### src/rtl/fifo_wr_arbiter_if.sv
// Shared FIFO write-port bus: producer request/data/grant/ack
// plus the FIFO write port and its status flags.
interface fifo_wr_arbiter_if #(
    parameter int NREQ  = 4,
    parameter int WIDTH = 8
);
    logic [NREQ-1:0]       req_i;
    logic [NREQ*WIDTH-1:0] wdata_i;
    logic [NREQ-1:0]       gnt_o;
    logic [NREQ-1:0]       ack_o;
    logic                  fifo_full_i;
    logic                  fifo_wr_error_i;
    logic                  fifo_wr_en_o;
    logic [WIDTH-1:0]      fifo_wdata_o;

    modport master (
        output req_i,
        output wdata_i,
        output fifo_full_i,
        output fifo_wr_error_i,
        input  gnt_o,
        input  ack_o,
        input  fifo_wr_en_o,
        input  fifo_wdata_o
    );

    modport slave (
        input  req_i,
        input  wdata_i,
        input  fifo_full_i,
        input  fifo_wr_error_i,
        output gnt_o,
        output ack_o,
        output fifo_wr_en_o,
        output fifo_wdata_o
    );
endinterface

### src/rtl/fifo_wr_arbiter.sv
// Round-robin burst arbiter giving NREQ producers turns on one
// FIFO write port, up to BURST_LEN beats per grant.
module fifo_wr_arbiter #(
    parameter int NREQ      = 4,
    parameter int WIDTH     = 8,
    parameter int BURST_LEN = 4
) (
    input  logic             clk_i,
    input  logic             rst_i,
    fifo_wr_arbiter_if.slave bus,
    output logic [2:0]       owner_o,
    output logic             busy_o,
    output logic             err_o,
    output logic [15:0]      beat_cnt_o
);
    typedef enum logic {IDLE, BURST} state_t;

    state_t          state_q, state_d;
    logic [2:0]      owner_q, owner_d;
    logic [2:0]      last_q, last_d;
    logic [4:0]      bcnt_q, bcnt_d;
    logic [NREQ-1:0] gnt_q, gnt_d;
    logic [15:0]     beat_q, beat_d;
    logic            err_q, err_d;

    logic             own_req;
    logic [WIDTH-1:0] own_data;
    logic [NREQ-1:0]  own_oh;
    logic             win_vld;
    logic [2:0]       win_idx;
    logic             accept;

    always_comb begin : owner_mux
        own_req  = 1'b0;
        own_data = '0;
        own_oh   = '0;
        for (int k = 0; k < NREQ; k++) begin
            if (owner_q == 3'(k)) begin
                own_req   = bus.req_i[k];
                own_data  = bus.wdata_i[k*WIDTH +: WIDTH];
                own_oh[k] = 1'b1;
            end
        end
    end

    // Scan starts one past the previous owner and wraps.
    always_comb begin : rr_pick
        win_vld = 1'b0;
        win_idx = '0;
        for (int i = 1; i <= NREQ; i++) begin
            for (int k = 0; k < NREQ; k++) begin
                if (!win_vld && bus.req_i[k] &&
                    k == (int'(last_q) + i) % NREQ) begin
                    win_vld = 1'b1;
                    win_idx = 3'(k);
                end
            end
        end
    end

    assign accept = (state_q == BURST) && own_req &&
                    !bus.fifo_full_i && !rst_i;

    assign bus.fifo_wr_en_o = accept;
    assign bus.fifo_wdata_o = own_data;
    assign bus.ack_o        = accept ? own_oh : '0;
    assign bus.gnt_o        = gnt_q;
    assign owner_o          = owner_q;
    assign busy_o           = (state_q == BURST);
    assign err_o            = err_q;
    assign beat_cnt_o       = beat_q;

    always_comb begin : next_state
        state_d = state_q;
        owner_d = owner_q;
        last_d  = last_q;
        bcnt_d  = bcnt_q;
        gnt_d   = gnt_q;
        beat_d  = beat_q + {15'd0, accept};
        err_d   = err_q | bus.fifo_wr_error_i;
        unique case (state_q)
            IDLE: begin
                if (win_vld) begin
                    state_d = BURST;
                    owner_d = win_idx;
                    last_d  = win_idx;
                    bcnt_d  = '0;
                    gnt_d   = '0;
                    for (int k = 0; k < NREQ; k++) begin
                        if (win_idx == 3'(k)) gnt_d[k] = 1'b1;
                    end
                end
            end
            BURST: begin
                if (!own_req) begin
                    state_d = IDLE;
                    owner_d = '0;
                    gnt_d   = '0;
                end else if (accept) begin
                    bcnt_d = bcnt_q + 5'd1;
                    if (bcnt_q + 5'd1 == 5'(BURST_LEN)) begin
                        state_d = IDLE;
                        owner_d = '0;
                        gnt_d   = '0;
                    end
                end
            end
            default: ;
        endcase
    end

    always_ff @(posedge clk_i) begin
        if (rst_i) begin
            state_q <= IDLE;
            owner_q <= '0;
            last_q  <= 3'(NREQ - 1);
            bcnt_q  <= '0;
            gnt_q   <= '0;
            beat_q  <= '0;
            err_q   <= 1'b0;
        end else begin
            state_q <= state_d;
            owner_q <= owner_d;
            last_q  <= last_d;
            bcnt_q  <= bcnt_d;
            gnt_q   <= gnt_d;
            beat_q  <= beat_d;
            err_q   <= err_d;
        end
    end
endmodule

### src/flat_wrapper.sv
// flat-port wrapper written by rule: the top's interface ports become plain ports
module fifo_wr_arbiter_flat 
#(
    parameter int NREQ      = 4,
    parameter int WIDTH     = 8,
    parameter int BURST_LEN = 4
)
  (clk_i, rst_i, owner_o, busy_o, err_o, beat_cnt_o, bus_req_i, bus_wdata_i, bus_fifo_full_i, bus_fifo_wr_error_i, bus_gnt_o, bus_ack_o, bus_fifo_wr_en_o, bus_fifo_wdata_o);
  fifo_wr_arbiter_if #(.NREQ(NREQ), .WIDTH(WIDTH)) bus_i ();
  input  logic clk_i;
  input  logic rst_i;
  output logic [2:0] owner_o;
  output logic busy_o;
  output logic err_o;
  output logic [15:0] beat_cnt_o;
  input wire logic [$bits(bus_i.req_i)-1:0] bus_req_i;
  input wire logic [$bits(bus_i.wdata_i)-1:0] bus_wdata_i;
  input wire logic [$bits(bus_i.fifo_full_i)-1:0] bus_fifo_full_i;
  input wire logic [$bits(bus_i.fifo_wr_error_i)-1:0] bus_fifo_wr_error_i;
  output wire logic [$bits(bus_i.gnt_o)-1:0] bus_gnt_o;
  output wire logic [$bits(bus_i.ack_o)-1:0] bus_ack_o;
  output wire logic [$bits(bus_i.fifo_wr_en_o)-1:0] bus_fifo_wr_en_o;
  output wire logic [$bits(bus_i.fifo_wdata_o)-1:0] bus_fifo_wdata_o;
  assign bus_i.req_i = bus_req_i;
  assign bus_i.wdata_i = bus_wdata_i;
  assign bus_i.fifo_full_i = bus_fifo_full_i;
  assign bus_i.fifo_wr_error_i = bus_fifo_wr_error_i;
  assign bus_gnt_o = bus_i.gnt_o;
  assign bus_ack_o = bus_i.ack_o;
  assign bus_fifo_wr_en_o = bus_i.fifo_wr_en_o;
  assign bus_fifo_wdata_o = bus_i.fifo_wdata_o;
  fifo_wr_arbiter #(.NREQ(NREQ), .WIDTH(WIDTH), .BURST_LEN(BURST_LEN)) u_core (.clk_i(clk_i), .rst_i(rst_i), .bus(bus_i), .owner_o(owner_o), .busy_o(busy_o), .err_o(err_o), .beat_cnt_o(beat_cnt_o));
endmodule
### config.mk
export PLATFORM = sky130hd
export DESIGN_NAME = fifo_wr_arbiter_flat
export DESIGN_NICKNAME = d
export VERILOG_FILES = /design/src/rtl/fifo_wr_arbiter_if.sv /design/src/rtl/fifo_wr_arbiter.sv /design/src/flat_wrapper.sv
export SDC_FILE = /design/constraint.sdc
export NUM_CORES = 1
export LEC_CHECK = 0
export BUFFER_PORTS_ARGS = -buffer_cell sky130_fd_sc_hd__buf_4
export CAP_MARGIN = 20
export CORE_MARGIN = 2
export CORE_UTILIZATION = 48
export CTS_BUF_LIST = sky130_fd_sc_hd__clkbuf_8
export DETAILED_ROUTE_END_ITERATION = 10
export PLACE_DENSITY = 0.82
export RECOVER_POWER = 50
export SKIP_CTS_REPAIR_TIMING = 1
export SYNTH_ARGS = -nofsm -noshare
export SYNTH_HDL_FRONTEND = slang
export SYNTH_SLANG_ARGS = --single-unit
export TNS_END_PERCENT = 100
### constraint.sdc
create_clock -name clk_i -period 2.5 [get_ports clk_i]
set_input_delay 0 -clock clk_i [delete_from_list [all_inputs] [get_ports clk_i]]
set_output_delay 0 -clock clk_i [all_outputs]
set_load 0.005 [all_outputs]
After elaboration in Yosys (flattened, before gate mapping) --
Cells that the tools add are included. W data, S select, Z words.
Word-level totals: flip-flop bits (word level) 32, input port bits 40, word-level logic and storage cells 174
Cells by class: add/sub/neg operators 6, equality and inequality tests 24, mux-type cells 67, bitwise operators 6, reduce and logical (&&, ||, !) cells 64
Operators with widths (count):
- $logic_not A32 Y1 | 4
- $logic_and A1 B1 Y1 | 34
- $mux W1 | 33
- $mux W8 | 4
- $mux W2 | 14
- $eq A3 B3 Y1 const A | 8
- $mux W4 | 5
- $logic_not A1 Y1 | 17
- $add A16 B1 Y16 | 1
- $mux W5 | 3
- $eq A2 B3 Y1 const A | 4
- $mux W3 | 4
- $pmux W5 S2 | 1
- $pmux W4 S2 | 1
- $reduce_or A2 Y1 | 4
- $eq A3 B2 Y1 const B | 2
- $logic_not A3 Y1 | 2
- $ne A3 B3 Y1 const B | 2
- $pmux W3 S2 | 1
- $reduce_and A3 Y1 | 2
- $add A5 B1 Y5 const B | 1
- $eq A5 B3 Y1 const B | 1
- $add A2 B1 Y2 const B | 2
- $add A2 B2 Y2 const B | 2
- 10 further kinds | 15

Longest topological paths before layout --
Gate-level depths: netlist of the first run.
depth after elaboration 70, gate-level depth with buffers 12, mapped depth without buffers 11

Least setup slack after synthesis of the first run --
OpenSTA, ideal clock, no wires.
path type flip-flop to flip-flop, from reg u_core.owner_q[0], in the netlist u_core.owner_o[0], to reg u_core.beat_q[14], in the netlist u_core.beat_cnt_o[14], setup time 128 ps, arrival time 2171 ps, data required time 2372 ps, path slack 202 ps, cell stages (with the launch flop) 13, cell sequence dfxtp_1 -> buf_4 -> mux2i_1 -> o22ai_2 -> nand2_2 -> inv_1 -> ha_1 -> ha_1 -> and2_0 -> and3_1 -> nand3_1 -> xor2_1 -> nor2_1
Between the ends: longest elaborated chain between the ends 9, elaborated cells between the ends (all ways) 12, those cells by class add/sub (1); eq/ne (3); mux (4); reduce/logical (4)
RTL lines:
- from (decl) | RTL line fifo_wr_arbiter.sv:19 | logic [2:0] owner_q, owner_d;
- from (signal assigned) | RTL line fifo_wr_arbiter.sv:123 | owner_q <= owner_d;
- $logic_not A3 Y1 | RTL line fifo_wr_arbiter.sv:38 | if (owner_q == 3'(k)) begin
- $mux W1 (3 in a row) | RTL line fifo_wr_arbiter.sv:38
- $mux W1 * | RTL line fifo_wr_arbiter.sv:38
- $logic_and A1 B1 Y1 * (2 in a row) | RTL line fifo_wr_arbiter.sv:61 | assign accept = (state_q == BURST) && own_req &&
- $logic_and A1 B1 Y1 * | RTL line fifo_wr_arbiter.sv:62 | !bus.fifo_full_i && !rst_i;
- named net bus_fifo_wr_en_o | RTL line flat_wrapper.sv:22 | output wire logic [$bits(bus_i.fifo_wr_en_o)-1:0] bus_fifo_wr_en_o;
- $add A16 B1 Y16 * | RTL line fifo_wr_arbiter.sv:79 | beat_d = beat_q + {15'd0, accept};
- to (signal assigned) | RTL line fifo_wr_arbiter.sv:127 | beat_q <= beat_d;
- to (decl) | RTL line fifo_wr_arbiter.sv:23 | logic [15:0] beat_q, beat_d;
The timed path passes the listed nets; every way through them passes the cells marked *. A chain may end at the register's enable or synchronous reset.

Worst setup path in the final report of the first run --
from reg u_core.state_q, in the netlist u_core.busy_o, to reg u_core.beat_q[8], in the netlist u_core.beat_cnt_o[8]
Between the ends: longest elaborated chain between the ends 4
RTL lines:
- from (decl) | RTL line fifo_wr_arbiter.sv:18 | state_t state_q, state_d;
- from (signal assigned) | RTL line fifo_wr_arbiter.sv:122 | state_q <= state_d;
- $logic_and A1 B1 Y1 (2 in a row) | RTL line fifo_wr_arbiter.sv:61
- $logic_and A1 B1 Y1 | RTL line fifo_wr_arbiter.sv:62
- $add A16 B1 Y16 | RTL line fifo_wr_arbiter.sv:79
No other way between the ends.

==> flow_summary_export.csv, run 1 <==
group,metric,value,unit
timing,finalSetupViolCount,0,
yosys,ys_seq_area_share,37.5,%
cells_and_area,final_nets,300,
worst_hold_path,min_from,"rst_i",
yosys,synth_area_leader_cell,"dfxtp_1",
grt,grt_pass1_wl,7.36,mm
worst_setup_path,reg2reg_slack,0.25,ns
floorplanning,die_w,62.7,um
status,status,"finished clean",
clocking,cts_sinks,31,
placed_design,place_congestion,0.877,
timing,maxSlewViolCount,0,
floorplanning,dieArea,0.00393,mm^2
yosys,synth_cell_types,43,
worst_hold_path,holdCritPathClass,"in -> reg",
grt,grt_max_degree,26,
clocking,cts_tree,"built",
yosys,syn_nets,222,
drt,ant_nets,0,
clocking,root_buffer,"clkbuf_8",
worst_hold_path,hold_path_depth,2,
job,maxCapViolations,0,
placed_design,dpl.hpwl,3.36,mm
floorplanning,ios,78,
drt,drtIter0Drc,83,
worst_setup_path,slowest_delay,0.42,ns
worst_setup_path,cp_num_buf_inv,1,
cells_and_area,n_antenna_cell,0,
grt,grt_overflow,0,
floorplanning,start_util,50.0,%
floorplanning,die_h,62.7,um
timing,skew,0.00508,ns
drt,vias,1635,
yosys,synthArstFlopShare,0,%
yosys,synth_warnings,0,
worst_setup_path,arrival,2.47,ns
yosys,synth_edf_count,0,
timing,relSlewSlack,45.6,%
worst_setup_path,critPathTopFamily,"simple AND/OR/NAND/NOR gates",
timing,rsz0062_at_grt,"no",
yosys,synth_ff_type,"dfxtp_1",
cells_and_area,final_cells,304,
power,power_density,514,mW/mm^2
clocking,clk_pin_slew_worst_paths,0.07,ns
timing,tightest_slew,0.815,ns
grt,grt_pass1_vias,1638,
drt,routedWlPerCell,14.2,um
drt,drcViolationCount,0,
worst_setup_path,crit_path_start_kind,"register",
power,power_leakage,1.00,nW
yosys,netlist_instances,179,
worst_setup_path,crit_type,"reg -> reg",
worst_setup_path,required,2.72,ns
cells_and_area,syn_to_final_growth,42.1,%
yosys,avgSynthCellArea,9.24,um^2
yosys,synth_area_leaders,"dfxtp_1, mux4_2, nor2_1, xor2_1, nand2_1",
grt,grt_usage,23.5,%
worst_setup_path,endpoint_kind,"register",
yosys,syn_area,0.00165,mm^2
clocking,cts_max_level,2,
cells_and_area,fin_util,71.0,%
drt,routed_wl,4.30,mm
clocking,cts_made_buffers,5,
grt,antenna_found_initial,0,
timing,fmaxAchievable,0.444,GHz
clocking,clk_latency,0.29,ns
clocking,cts.path.max_buffers,2,
drt,vias_per_cell,5.38,
placed_design,place_inst,295,
timing,min_period,2.25,ns
worst_setup_path,r2r-start,"u_core.busy_o",
worst_setup_path,ff2ff_path_depth,10,
yosys,synth_top_area_share,37.5,%
floorplanning,rows,21,
worst_setup_path,path_cells,"nand2b_1, o22ai_2, nand2_2, inv_1, ha_1, ha_1, and2_2, nand2_1, or3_1, a21oi_1",
placed_design,portBuffers,76,
drt,dr.pass1.iters,4,
worst_setup_path,slowest_stage,"dfxtp_1",
power,ir_worst_vdd,438,uV
timing,setup-tns-final,0,ns
cells_and_area,drive_above_1_share,38.4,%
timing,finalHoldWorstSlack,0.0621,ns
power,total_power,0.00121,W
floorplanning,core,0.00331,mm^2
worst_setup_path,crit_top_cell,"ha_1",
worst_setup_path,worstPathMaxFanout,10,
timing,period_share,90.0,%
yosys,ys_seq_elements,31,
worst_setup_path,r2r-end,"u_core.beat_cnt_o[8]",
timing,finalHoldViolCount,0,
worst_hold_path,worstHoldEndpoint,"u_core.beat_cnt_o[10]",
==> Yosys cell counts, types with 2 or more instances <==
cell type	instances
nor3_1	5
buf_4	2
clkbuf_1	4
o21ai_0	5
dfxtp_1	31
a211oi_1	2
inv_1	3
a22o_1	2
xnor2_1	4
nand3_1	9
ha_1	3
mux4_2	8
or3_1	4
o211ai_1	3
mux2i_1	2
a32o_1	2
nand2_1	17
buf_2	2
and3_1	4
nor2_2	2
a21oi_1	6
nand4_1	5
xor2_1	8
nor2_1	21
nor2b_1	4
nand2b_1	4
==> area by class of cell <==
type,instances,area [um^2]
multi-input cells,136,972
fillers,285,961
flip-flops and latches,31,621
repair buffers,80,588
clock buffers,7,96.3
well taps,46,57.6
inverters,3,11.3
clock inverters,1,3.75
==> layer usage <==
metal	share of wire [%]	GRT usage, %	wire length (um)
met1	41	26.7	1780
met2	48	41.7	2070
met3	9.1	7.75	391
met4	1.3	7.50	56
met5	0	0	0
==> cells in the final DEF, fill, tap and decap left out, types with 4 or more instances in the layout <==
cell type / instances
nand4_1: 5
xor2_1: 8
mux4_2: 8
nor3_1: 5
inv_1: 4
nand3_1: 9
buf_4: 53
xnor2_1: 4
dfxtp_1: 31
and3_1: 4
o21ai_0: 5
clkbuf_8: 7
clkbuf_1: 4
nor2_1: 21
or3_1: 4
a21oi_1: 6
clkbuf_4: 22
nor2b_1: 4
nand2b_1: 4
nand2_1: 17
==> logic make-up after synthesis <==
group,synth area share (%)
other,0.227
multiplexers,12.1
adder cells (fa/ha/maj),2.27
AND/OR/NAND/NOR,25.6
flip-flops,37.5
AO/OA/AOI/OAI,12.1
XOR/XNOR,6.35
buffers and inverters,3.78
==> power breakdown <==
group          switching, W  internal, W  total (W)
clock              0.000189     0.000247   0.000436
sequential        0.0000146     0.000512   0.000527
combinational      0.000104     0.000141   0.000246
==> worst max path at each step <==
| stage | slack [ns] | from | cells past startpoint | to |
|---|---|---|---|---|
| after floorplan | 0.20 | u_core.owner_o[0] | 12 | u_core.beat_cnt_o[14] |
| after global placement | 0.24 | u_core.busy_o | 11 | u_core.beat_cnt_o[14] |
| after detailed placement | 0.16 | u_core.busy_o | 10 | u_core.beat_cnt_o[8] |
| after CTS | 0.13 | u_core.busy_o | 10 | u_core.beat_cnt_o[8] |
| after global routing | 0.008 | u_core.busy_o | 11 | u_core.beat_cnt_o[14] |
| final | 0.25 | u_core.busy_o | 10 | u_core.beat_cnt_o[8] |
==> per-stage QoR <==
step	setup slack [ns]	instance area, um^2
final	0.249	2350
after global routing	0.00767	2350
after CTS	0.127	2350
after detailed placement	0.159	2250
after global placement	0.243	2250
after floorplan	0.202	1650
==> state kept, by name, indices dropped and copies added (netlist names) <==
| signal | count |
|---|---|
| u_core.err_o | 1 |
| u_core.bcnt_q | 5 |
| u_core.busy_o | 1 |
| u_core.bus.gnt_o | 4 |
| u_core.beat_cnt_o | 16 |
| u_core.last_q | 2 |
| u_core.owner_o | 2 |
(Power assumes the default switching activity.)
==> inputs of run 2 (changes only) <==
SETUP_SLACK_MARGIN = 0.3   (was not set)
==> flow_summary_export.csv, run 2 (synthesis results as in run 1) <==
group,metric,value,unit
status,status,"finished clean",
worst_setup_path,r2r-start,"u_core.busy_o",
clocking,cts_tree,"built",
floorplanning,start_util,50.0,%
worst_setup_path,critPathTopFamily,"simple AND/OR/NAND/NOR gates",
worst_setup_path,ff2ff_path_depth,11,
clocking,cts_sinks,31,
drt,drtIter0Drc,83,
drt,vias_per_cell,5.43,
grt,grt_max_degree,26,
worst_setup_path,reg2reg_slack,0.29,ns
worst_setup_path,path_depth,11,
worst_setup_path,worstPathMaxFanout,7,
timing,maxSlewViolCount,0,
cells_and_area,drive_above_1_share,43.2,%
clocking,cts.path.max_buffers,2,
power,power_density,495,mW/mm^2
grt,grt_pass1_vias,1572,
clocking,clk_pin_slew_worst_paths,0.06,ns
timing,rsz0062_at_grt,"no",
timing,fmaxAchievable,0.453,GHz
grt,grt_usage,22.5,%
drt,routed_wl,4.39,mm
power,power_frac_clock,35.0,%
worst_hold_path,holdCritPathClass,"in -> reg",
placed_design,dpl.hpwl,3.18,mm
floorplanning,core,0.00331,mm^2
timing,tightest_slew,0.795,ns
timing,relSlewSlack,47.0,%
cells_and_area,largest_reg_flops,16,
drt,ant_nets,0,
timing,setup-tns-final,0,ns
cells_and_area,final_nets,306,
cells_and_area,syn_to_final_growth,48.3,%
placed_design,dp_slack,0.229,ns
worst_setup_path,crit_type,"reg -> reg",
worst_setup_path,cp_num_buf_inv,1,
cells_and_area,multiInputGateArea,0.00102,mm^2
cells_and_area,mostFrequentLayoutCell,"buf_4",
floorplanning,die_h,62.7,um
worst_setup_path,r2r-end,"u_core.beat_cnt_o[14]",
worst_setup_path,endpoint_kind,"register",
timing,finalHoldViolCount,0,
worst_setup_path,arrival,2.37,ns
clocking,clk_latency,0.28,ns
clocking,cts_max_level,2,
timing,period_share,88.2,%
cells_and_area,seq_area,622,um^2
cells_and_area,n_antenna_cell,0,
worst_setup_path,path_cells,"nand2_1, o22ai_4, nand2_4, inv_6, ha_4, ha_2, and2_4, and3_1, nand3_1, xor2_1, nor2_1",
worst_setup_path,required,2.66,ns
worst_setup_path,critPathLaunch,"u_core.busy_o",
timing,finalSetupViolCount,0,
placed_design,place_congestion,0.858,
timing,min_period,2.21,ns
worst_setup_path,crit_path_start_kind,"register",
drt,vias,1684,
power,switchingPower,0.000303,W
floorplanning,rows,21,
cells_and_area,fill_cells,274,
timing,finalHoldWorstSlack,0.0715,ns
power,sequentialPowerShare,43.6,%
cells_and_area,fin_area,0.00245,mm^2
placed_design,portBuffers,76,
job,maxCapViolations,0,
cells_and_area,layout_common_cells,"buf_4, dfxtp_1, nor2_1, clkbuf_4, nand2_1",
worst_setup_path,slowest_stage,"dfxtp_1",
timing,skew,0.00319,ns
floorplanning,dieArea,0.00393,mm^2
worst_setup_path,endpoint,"u_core.beat_cnt_o[14]",
worst_setup_path,slowest_delay,0.48,ns
drt,drcViolationCount,0,
drt,routedWlPerCell,14.2,um
power,power.internal,0.000912,W
grt,antenna_found_initial,0,
cells_and_area,fin_util,74.1,%
power,ir_worst_vdd,339,uV
placed_design,place_area,0.00225,mm^2
clocking,cts_made_buffers,5,
floorplanning,die_w,62.7,um
power,power_leakage,1.04,nW
floorplanning,ios,78,
clocking,root_buffer,"clkbuf_8",
power,comb_power_share,21.5,%
power,swShare,24.9,%
grt,grt_pass1_wl,7.11,mm
drt,dr.pass1.iters,4,
timing,fin_ws,0.294,ns
grt,grt_overflow,0,
## run 2: cell types whose count changed in the layout (fill, tap and decap cells not counted), moves of 2 or more
cell and change:
buf_4 +8, ha_1 -2, mux2i_1 -2, mux2i_2 +2
## run 2: per-layer routing
metal | track usage, % | wire length, um | vias up
li1 | - | - | 810
met1 | 25.0 | 1670 | 786
met2 | 40.1 | 2240 | 85
met3 | 8.83 | 450 | 3
met4 | 5.83 | 31 | 0
met5 | 0 | 0 | -
## run 2: stage by stage
stage	cells	power, W
floorplan	179	0.000666
global placement	294	0.000779
detailed placement	294	0.000783
CTS	302	0.00121
global route	310	0.00128
finish	310	0.00121
## run 2: how the worst min path moves through the flow
stage	to	from	cells past startpoint
global placement	u_core.err_o	bus_fifo_wr_error_i	3
CTS	u_core.err_o	bus_fifo_wr_error_i	3
global route	u_core.beat_cnt_o[0]	rst_i	2
floorplan	u_core.err_o	bus_fifo_wr_error_i	2
finish	u_core.beat_cnt_o[15]	rst_i	2
detailed placement	u_core.err_o	bus_fifo_wr_error_i	3
## run 2: power groups by stage
stage	Combinational (W)	Clock, W	Sequential [W]
final	0.000261	0.000425	0.000529
after CTS	0.000247	0.000435	0.000527
after detailed placement	0.000246	0	0.000537
after floorplan	0.000129	0	0.000537
after global placement	0.000243	0	0.000537
after global routing	0.000283	0.000462	0.000532
## run 2: layout make-up
cell class	count	area share (%)
Tap cell	46	2.35
Sequential cell	31	25.3
Clock inverter	1	0.153
Inverter	3	0.663
Timing Repair Buffer	86	26.0
Multi-Input combinational cell	136	41.6
Clock buffer	7	3.93
## run 2: worst register-to-register path: stages, from the launching register on
cell and delay (ns):
dfxtp_1 0.48, nand2_1 0.16, o22ai_4 0.23, nand2_4 0.13, inv_6 0.11, ha_4 0.15, ha_2 0.18, and2_4 0.17
and3_1 0.15, nand3_1 0.09, xor2_1 0.19, nor2_1 0.05
==> inputs of run 3 (changes only) <==
SETUP_SLACK_MARGIN = 0.1   (was 0.3)
==> flow_summary_export.csv, run 3 (synthesis results as in run 1) <==
group,metric,value,unit
status,status,"finished clean",
worst_setup_path,r2r-end,"u_core.beat_cnt_o[14]",
floorplanning,dieArea,0.00393,mm^2
floorplanning,die_h,62.7,um
worst_setup_path,cp_num_buf_inv,1,
drt,vias,1642,
worst_hold_path,holdCritPathClass,"in -> reg",
worst_setup_path,reg2reg_slack,0.31,ns
cells_and_area,n_antenna_cell,0,
grt,grt_max_degree,26,
floorplanning,start_util,50.0,%
cells_and_area,fill_cells,282,
worst_setup_path,slowest_stage,"dfxtp_1",
timing,fmaxAchievable,0.456,GHz
worst_setup_path,arrival,2.37,ns
timing,min_period,2.19,ns
worst_setup_path,required,2.67,ns
worst_setup_path,r2r-start,"u_core.owner_o[0]",
worst_setup_path,endpoint,"u_core.beat_cnt_o[14]",
timing,skew,0.00514,ns
floorplanning,rows,21,
drt,routedWlPerCell,14.2,um
timing,relSlewSlack,45.7,%
cells_and_area,layout_common_cells,"buf_4, dfxtp_1, clkbuf_4, nor2_1, nand2_1",
cells_and_area,fin_util,71.2,%
clocking,clk_latency,0.29,ns
clocking,cts.path.max_buffers,2,
grt,antenna_found_initial,0,
floorplanning,die_w,62.7,um
clocking,cts_max_level,2,
clocking,cts_sinks,31,
worst_setup_path,slowest_delay,0.38,ns
grt,grt_usage,23.5,%
cells_and_area,mostFrequentLayoutCell,"buf_4",
timing,setup-tns-final,0,ns
cells_and_area,fin_area,0.00236,mm^2
placed_design,dpl.hpwl,3.36,mm
worst_setup_path,critPathTopFamily,"simple AND/OR/NAND/NOR gates",
clocking,cts_tree,"built",
worst_setup_path,path_cells,"mux2i_1, o22ai_2, nand2_4, inv_1, ha_1, ha_1, and2_2, and3_1, nand3_1, xor2_1, nor2_1",
worst_setup_path,worstPathMaxFanout,10,
timing,rsz0062_at_grt,"no",
timing,finalHoldWorstSlack,0.0607,ns
drt,routed_wl,4.32,mm
worst_setup_path,path_depth,11,
power,power_density,514,mW/mm^2
timing,maxSlewViolCount,0,
cells_and_area,largest_reg_flops,16,
clocking,cts_made_buffers,5,
placed_design,place_area,0.00225,mm^2
grt,grt_pass1_wl,7.36,mm
placed_design,place_congestion,0.877,
worst_setup_path,crit_type,"reg -> reg",
power,power_leakage,1.01,nW
drt,dr.pass1.iters,4,
timing,tightest_slew,0.815,ns
worst_setup_path,crit_path_start_kind,"register",
drt,drtIter0Drc,72,
timing,period_share,87.8,%
drt,vias_per_cell,5.40,
grt,grt_overflow,0,
cells_and_area,syn_to_final_growth,42.4,%
grt,grt_pass1_vias,1638,
cells_and_area,drive_above_1_share,38.8,%
worst_setup_path,ff2ff_path_depth,11,
job,maxCapViolations,0,
floorplanning,core,0.00331,mm^2
timing,finalHoldViolCount,0,
power,ir_worst_vdd,437,uV
drt,drcViolationCount,0,
worst_setup_path,endpoint_kind,"register",
worst_setup_path,crit_top_cell,"ha_1",
clocking,clk_pin_slew_worst_paths,0.07,ns
worst_setup_path,critPathLaunch,"u_core.owner_o[0]",
timing,finalSetupViolCount,0,
cells_and_area,final_nets,300,
drt,ant_nets,0,
clocking,root_buffer,"clkbuf_8",
floorplanning,ios,78,
placed_design,portBuffers,76,
## run 3: layout make-up
cell class	instances	area [um^2]	share of cell area, %
Multi-Input combinational cell	136	977	41.5
Sequential cell	31	622	26.4
Timing Repair Buffer	80	588	25.0
Clock buffer	7	96.3	4.09
Tap cell	46	57.6	2.44
Inverter	3	11.3	0.478
Clock inverter	1	3.75	0.159
## run 3: stage by stage
stage | cells | setup WS [ns] | power (W)
detailed placement | 295 | 0.159 | 0.000788
global route | 304 | 0.110 | 0.00126
floorplan | 179 | 0.202 | 0.000665
finish | 304 | 0.306 | 0.00121
global placement | 295 | 0.243 | 0.000781
CTS | 303 | 0.127 | 0.00122
## run 3: routing by layer
metal	GRT usage (%)	share of wire (%)	routed length [um]
met3	7.75	8.8	378
met2	41.7	48	2050
met1	26.7	42	1830
met5	0	0	0
met4	7.50	1.3	56
## run 3: worst reg2reg max path, delay by kind of cell (launching register included)
family / cells / cell delay, ns
XOR/XNOR: 1 / 0.15
adder cells (fa/ha/maj): 2 / 0.44
flip-flops: 1 / 0.38
AND/OR/NAND/NOR: 5 / 0.67
AO/OA/AOI/OAI: 1 / 0.15
multiplexers: 1 / 0.24
buffers and inverters: 1 / 0.07
## run 3: power by group
group	switching (W)	internal, W	total, W
sequential	0.0000146	0.000512	0.000527
clock	0.000189	0.000247	0.000436
combinational	0.000105	0.000142	0.000247
## run 3: how the worst min path moves through the flow
stage	from	end	cells past startpoint
after floorplan	bus_fifo_wr_error_i	u_core.err_o	2
after global placement	bus_fifo_wr_error_i	u_core.err_o	3
after detailed placement	bus_fifo_wr_error_i	u_core.err_o	3
after CTS	bus_fifo_wr_error_i	u_core.err_o	3
after global routing	rst_i	u_core.beat_cnt_o[3]	2
final	rst_i	u_core.beat_cnt_o[10]	2
